$ cat src/rtl/mcycle_pkg.sv
// Shared types and constants for the iterative multiply/divide unit.
package mcycle_pkg;

  localparam int DEFAULT_WIDTH = 32;

  localparam logic OP_MUL = 1'b0;
  localparam logic OP_DIV = 1'b1;

  typedef enum logic [1:0] {
    IDLE,
    COMPUTING,
    DONE
  } state_t;

endpackage

$ cat src/rtl/mcycle_abs_neg.sv
// Conditional two's-complement of an N-bit word: result = en ? -value : value.
module mcycle_abs_neg
  import mcycle_pkg::*;
#(
  parameter int N = DEFAULT_WIDTH
) (
  input  logic [N-1:0] value,
  input  logic         en,
  output logic [N-1:0] result
);

  assign result = en ? (~value + 1'b1) : value;

endmodule

$ cat src/rtl/mcycle_unit.sv
// Radix-2 iterative multiply/divide unit, one bit per cycle, stalls the PC via Busy.
// Divide datapath is built only when MCYCLE_DIV_EN is defined.
module mcycle_unit
  import mcycle_pkg::*;
#(
  parameter int WIDTH = DEFAULT_WIDTH
) (
  input  logic             CLK,
  input  logic             Reset,
  input  logic             Start,
  input  logic             MCycleOp,
  input  logic             Signed,
  input  logic [WIDTH-1:0] Operand1,
  input  logic [WIDTH-1:0] Operand2,
  output logic [WIDTH-1:0] Result1,
  output logic [WIDTH-1:0] Result2,
  output logic             Busy
);

  localparam int CW = $clog2(WIDTH);

  state_t           state, state_next;
  logic [CW-1:0]    count_q;
  logic [WIDTH-1:0] hi_q, lo_q, mag_b_q;
  logic             neg_q;
  logic             op_ok, start_ok, last_iter;
  logic [WIDTH-1:0] mag1, mag2;
  logic [WIDTH-1:0] iter_hi, iter_lo;
  logic [WIDTH-1:0] final_r1, final_r2;
  logic [WIDTH:0]   add_sum;
  logic [2*WIDTH-1:0] prod_fixed;

`ifdef MCYCLE_DIV_EN
  logic             op_q, neg_rem_q, divzero_q;
  logic [WIDTH-1:0] dividend_q;
  logic [WIDTH:0]   shifted;
  logic             ge;
  logic [WIDTH-1:0] div_hi, div_lo, quo_fixed, rem_fixed;
  assign op_ok = 1'b1;
`else
  assign op_ok = (MCycleOp == OP_MUL);
`endif

  assign start_ok  = Start & op_ok;
  assign last_iter = (state == COMPUTING) && (count_q == CW'(WIDTH-1));

  // NOTE: every output of this block gets a default first, so no latch is inferred.
  always_comb begin
    state_next = state;
    Busy       = 1'b0;
    case (state)
      IDLE: begin
        Busy = start_ok;
        if (start_ok) state_next = COMPUTING;
      end
      COMPUTING: begin
        Busy = 1'b1;
        if (last_iter) state_next = DONE;
      end
      DONE:    state_next = IDLE;
      default: state_next = IDLE;
    endcase
  end

  // NOTE: registered state uses non-blocking assignments only.
  always_ff @(posedge CLK) begin
    if (Reset) state <= IDLE;
    else       state <= state_next;
  end

  mcycle_abs_neg #(.N(WIDTH)) u_abs1 (.value(Operand1), .en(Signed & Operand1[WIDTH-1]), .result(mag1));
  mcycle_abs_neg #(.N(WIDTH)) u_abs2 (.value(Operand2), .en(Signed & Operand2[WIDTH-1]), .result(mag2));

  // Shift-add step: hi:lo shifts right, adding the multiplicand when the multiplier LSB is set.
  assign add_sum = {1'b0, hi_q} + (lo_q[0] ? {1'b0, mag_b_q} : '0);

`ifdef MCYCLE_DIV_EN
  // Restoring step: the remainder, widened by one bit, absorbs the next dividend bit.
  assign shifted = {hi_q, lo_q[WIDTH-1]};
  assign ge      = shifted >= {1'b0, mag_b_q};
  assign div_hi  = ge ? (shifted[WIDTH-1:0] - mag_b_q) : shifted[WIDTH-1:0];
  assign div_lo  = {lo_q[WIDTH-2:0], ge};
  assign iter_hi = (op_q == OP_DIV) ? div_hi : add_sum[WIDTH:1];
  assign iter_lo = (op_q == OP_DIV) ? div_lo : {add_sum[0], lo_q[WIDTH-1:1]};
`else
  assign iter_hi = add_sum[WIDTH:1];
  assign iter_lo = {add_sum[0], lo_q[WIDTH-1:1]};
`endif

  mcycle_abs_neg #(.N(2*WIDTH)) u_prod_fix (.value({iter_hi, iter_lo}), .en(neg_q), .result(prod_fixed));

`ifdef MCYCLE_DIV_EN
  mcycle_abs_neg #(.N(WIDTH)) u_quo_fix (.value(iter_lo), .en(neg_q),     .result(quo_fixed));
  mcycle_abs_neg #(.N(WIDTH)) u_rem_fix (.value(iter_hi), .en(neg_rem_q), .result(rem_fixed));

  always_comb begin
    final_r1 = prod_fixed[WIDTH-1:0];
    final_r2 = prod_fixed[2*WIDTH-1:WIDTH];
    if (op_q == OP_DIV) begin
      // Divide-by-zero returns the raw dividend and overrides any sign fix.
      if (divzero_q) begin
        final_r1 = '1;
        final_r2 = dividend_q;
      end else begin
        final_r1 = quo_fixed;
        final_r2 = rem_fixed;
      end
    end
  end
`else
  assign final_r1 = prod_fixed[WIDTH-1:0];
  assign final_r2 = prod_fixed[2*WIDTH-1:WIDTH];
`endif

  always_ff @(posedge CLK) begin
    if (Reset) begin
      count_q <= '0;
      hi_q    <= '0;
      lo_q    <= '0;
      mag_b_q <= '0;
      neg_q   <= 1'b0;
      Result1 <= '0;
      Result2 <= '0;
`ifdef MCYCLE_DIV_EN
      op_q       <= OP_MUL;
      neg_rem_q  <= 1'b0;
      divzero_q  <= 1'b0;
      dividend_q <= '0;
`endif
    end else begin
      case (state)
        IDLE: if (start_ok) begin
          count_q <= '0;
          hi_q    <= '0;
          lo_q    <= (MCycleOp == OP_DIV) ? mag1 : mag2;
          mag_b_q <= (MCycleOp == OP_DIV) ? mag2 : mag1;
          neg_q   <= Signed & (Operand1[WIDTH-1] ^ Operand2[WIDTH-1]);
`ifdef MCYCLE_DIV_EN
          op_q       <= MCycleOp;
          neg_rem_q  <= Signed & Operand1[WIDTH-1];
          divzero_q  <= (Operand2 == '0);
          dividend_q <= Operand1;
`endif
        end
        COMPUTING: begin
          hi_q    <= iter_hi;
          lo_q    <= iter_lo;
          count_q <= count_q + 1'b1;
          if (last_iter) begin
            Result1 <= final_r1;
            Result2 <= final_r2;
          end
        end
        default: ;
      endcase
    end
  end

endmodule

$ cat config.mk
export PLATFORM = sky130hd
export DESIGN_NAME = mcycle_unit
export DESIGN_NICKNAME = d
export VERILOG_FILES = /design/src/rtl/mcycle_pkg.sv /design/src/rtl/mcycle_abs_neg.sv /design/src/rtl/mcycle_unit.sv
export SDC_FILE = /design/constraint.sdc
export NUM_CORES = 1
export LEC_CHECK = 0
export CAP_MARGIN = 10
export CORE_UTILIZATION = 49
export CTS_BUF_LIST = sky130_fd_sc_hd__clkbuf_4
export CTS_CLUSTER_SIZE = 25
export DETAILED_ROUTE_END_ITERATION = 7
export GPL_TIMING_DRIVEN = 0
export HOLD_SLACK_MARGIN = 0.12
export PLACE_DENSITY = 0.72
export SYNTH_ARGS = -nofsm -noshare
export SYNTH_HDL_FRONTEND = slang
export SYNTH_SLANG_ARGS = --single-unit
$ cat constraint.sdc
create_clock -name CLK -period 7.1 [get_ports CLK]
set_input_delay 1.42 -clock CLK [delete_from_list [all_inputs] [get_ports CLK]]
set_output_delay 1.42 -clock CLK [all_outputs]
set_load 0.02 [all_outputs]
==> results.sh <==
export IMPL_drive_gt1_frac=0.0315
export IMPL_synth_area_mux_share=0.00388
export IMPL_synthXorXnorAreaFrac=0.0991
export IMPL_synth_main_ff_cell="dfxtp_1"
export IMPL_cap_violations=0
export IMPL_post_cts_setup_buffers=0
export IMPL_crit_chain="clkdlybuf4s50_1, nor4b_1, nor2_1, inv_1, clkdlybuf4s50_1"
export IMPL_cts_hold_buf=0
export IMPL_final_hold_viol_count=0
export IMPL_finalMaxSlewViolations=0
export IMPL_drtIter0Drc=1034
export IMPL_crit_path_max_incr_delay_ns=0.81
export IMPL_cellLeakagePower_nw=4.52
export IMPL_synthArstFlopShare=0
export IMPL_rsz0062_at_grt="no"
export IMPL_dp_cells=1837
export IMPL_peakVddDrop_uv=74.5
export IMPL_clockBufferDepth=2
export IMPL_start_util=0.501
export IMPL_drc=0
export IMPL_finalNonFillerCells=1870
export IMPL_final_area_mm2=0.0129
export IMPL_gr_total_overflow=0
export IMPL_htreeDepth=4
export IMPL_yosys_area_share_adder=0.0441
export IMPL_drtAntennaViolNets=0
export IMPL_skew_ns=0.0391
export IMPL_maxSlewHeadroom=0.173
export IMPL_max_freq_mhz=185
export IMPL_path_clk_slew_ns=0.16
export IMPL_fin_crit_sh=0.763
export IMPL_numCtsBuffers=17
export IMPL_gp_congestion=0.964
export IMPL_root_buffer="clkbuf_4"
export IMPL_synth_warnings=0
export IMPL_path_class="in -> out"
export IMPL_cp_max_fo=10
export IMPL_syn_to_final_growth_pct=17.7
export IMPL_die_w_um=152
export IMPL_syn_area_mm2=0.0110
export IMPL_via_per_inst=6.05
export IMPL_crit_arrival_ns=3.99
export IMPL_die_h_um=152
export IMPL_synth_cells=1424
export IMPL_grt_pass1_vias=9859
export IMPL_drt_first_pass_iters=6
export IMPL_vias=11300
export IMPL_p_per_area_mw_per_mm2=147
export IMPL_synth_compound_area_frac=0.280
export IMPL_hold_path_class="reg -> reg"
export IMPL_die_area_mm2=0.0230
export IMPL_ioPinCount=134
export IMPL_synth_top_family_by_area="compound AO/OA/AOI/OAI gates"
export IMPL_clk_latency_ns=0.61
export IMPL_grt_max_degree=17
export IMPL_coreArea_mm2=0.0219
export IMPL_status="finished clean"
export IMPL_syn_nets=1531
export IMPL_synth_simple_area_share=0.226
export IMPL_ys_ff_latch=168
export IMPL_hpwlAfterDp_mm=27.4
export IMPL_end_kind="primary output"
export IMPL_cpMostUsedCell="clkdlybuf4s50_1"
export IMPL_cts_sinks=168
export IMPL_n_fill_cell=2135
export IMPL_setup_viol=0
export IMPL_synth_edf_count=0
export IMPL_post_drt_wl_per_cell_um=18.5
export IMPL_grt_pass1_wl_mm=53.5
export IMPL_std_cell_rows=54
export IMPL_fin_setup_tns_ns=0
export IMPL_wl_mm=34.6
export IMPL_track_usage=0.302
export IMPL_min_period_ns=5.41
export IMPL_cts_resized=0
export IMPL_critPathRequiredTime_ns=5.68
export IMPL_place_area_mm2=0.0126
export IMPL_tightestPinTransition_ns=1.23
export IMPL_finalNetCount=1683
export IMPL_antenna_found_initial=1
export IMPL_yosysSeqAreaShare=0.307
export IMPL_tritoncts="yes"
export IMPL_cp_slowest_cell="nor4b_1"
export IMPL_start_kind="input port"
export IMPL_synth_area_per_cell_um2=7.69
export IMPL_port_buffers=133
export IMPL_synth_distinct_cells=69
## worst max-delay path: cells and delay by family
kind | cells | cell delay, ns
buffers and inverters | 3 | 1.37
and+or+nand+nor | 2 | 1.21
## cells by family (layout without fill, tap and decap cells)
kind of cell / after synthesis / in the layout
AO/OA/AOI/OAI: 465 / 465
other: 0 / 1
buffers and inverters: 115 / 280
XOR/XNOR: 124 / 124
multiplexers: 4 / 4
adder cells (fa/ha/maj): 38 / 38
AND/OR/NAND/NOR: 510 / 510
flip-flops: 168 / 168
## stage by stage
step	worst slack, ns	total power (W)	hold slack, ns	util
after floorplan	3.26	0.00123	0.427	-
after global placement	1.80	0.00136	0.437	0.577
after detailed placement	1.79	0.00137	0.442	0.577
after CTS	1.79	0.00189	0.462	0.589
after global routing	1.57	0.00197	0.475	0.589
final	1.69	0.00189	0.457	0.589
## flip-flops by register name, indices dropped and copies added, names as in the netlist
| register | cells |
|---|---|
| mag_b_q | 32 |
| state | 2 |
| count_q | 5 |
| Result1 | 32 |
| lo_q | 32 |
| hi_q | 32 |
| neg_q | 1 |
| Result2 | 32 |
## synth_stat cells, types with 4 or more instances
cell type  count  area share
nor2_1       179       0.061
dfxtp_1      168        0.31
nand2_1      118       0.040
a21oi_1      115       0.053
o21ai_0       96       0.044
clkbuf_1      84       0.029
xor2_1        81       0.065
a211oi_1      75       0.051
a22oi_1       52       0.036
and2_1        43       0.025
xnor2_1       43       0.034
ha_1          37       0.042
nand3_1       32       0.015
nor3_1        23       0.011
nor4_1        20       0.011
o31ai_1       20       0.014
inv_1         18      0.0062
nand4_1       15      0.0086
o41ai_1       15       0.012
or3_1         15      0.0086
buf_1         12      0.0041
or4_1         12      0.0082
a31oi_1       11      0.0063
a21o_1         9      0.0062
a311oi_1       9      0.0072
nand2b_1       8      0.0046
nand3b_1       7      0.0048
o211ai_1       7      0.0048
and3_1         6      0.0034
and4_1         5      0.0040
nor2b_1        5      0.0029
o2111ai_1      5      0.0040
o21a_1         5      0.0034
o31a_1         5      0.0040
or2_2          5      0.0029
a211o_1        4      0.0032
o221ai_1       4      0.0032
o22ai_1        4      0.0023
## placed cells by master, fill, tap and decap left out, drive strengths merged, types with 15 or more instances in the layout
cell           synthesis  routed
nor2                 179     179
dfxtp                168     168
clkdlybuf4s50          0     133
nand2                118     118
a21oi                115     115
clkbuf                84     102
o21ai                 97      97
xor2                  81      81
a211oi                75      75
a22oi                 52      52
and2                  44      44
xnor2                 43      43
ha                    37      37
nand3                 32      32
inv                   18      24
nor3                  23      23
nor4                  21      21
o31ai                 20      20
o41ai                 18      18
or3                   17      17
nand4                 15      15
## per-layer routing
layer | routed length [um] | part of all wire | track usage | vias to the layer above
li1 | - | - | - | 5532
met3 | 2790 | 0.081 | 0.0458 | 35
met5 | 0 | 0 | 0 | -
met4 | 347 | 0.010 | 0.0574 | 0
met1 | 16600 | 0.48 | 0.448 | 5263
met2 | 14900 | 0.43 | 0.459 | 477
## cell type report
| type | count | area [um2] | area share |
|---|---|---|---|
| Antenna cell | 1 | 2.50 | 0.000194 |
| Buffer | 97 | 372 | 0.0288 |
| Clock buffer | 18 | 135 | 0.0105 |
| Clock inverter | 14 | 119 | 0.00922 |
| Inverter | 18 | 67.6 | 0.00524 |
| Multi-Input combinational cell | 1141 | 7150 | 0.555 |
| Sequential cell | 168 | 3360 | 0.261 |
| Tap cell | 280 | 350 | 0.0272 |
| Timing Repair Buffer | 133 | 1330 | 0.103 |
## worst paths after layout
check        slack, ns  cells past startpoint        start     endpoint
max               1.69                      5     MCycleOp         Busy
min reg2reg       0.46                      2  Result2[31]  Result2[31]
min               0.46                      2  Result2[31]  Result2[31]
max reg2reg       2.24                     15      lo_q[0]  Result2[30]
## power by group
group	leakage (nW)	internal [W]	switching [W]	total (W)
clock network	0.136	0.000152	0.000385	0.000537
registers	1.36	0.000971	0.0000327	0.00100
logic	3.02	0.000137	0.000215	0.000352
No activity file was read; power rests on OpenSTA's default activity.
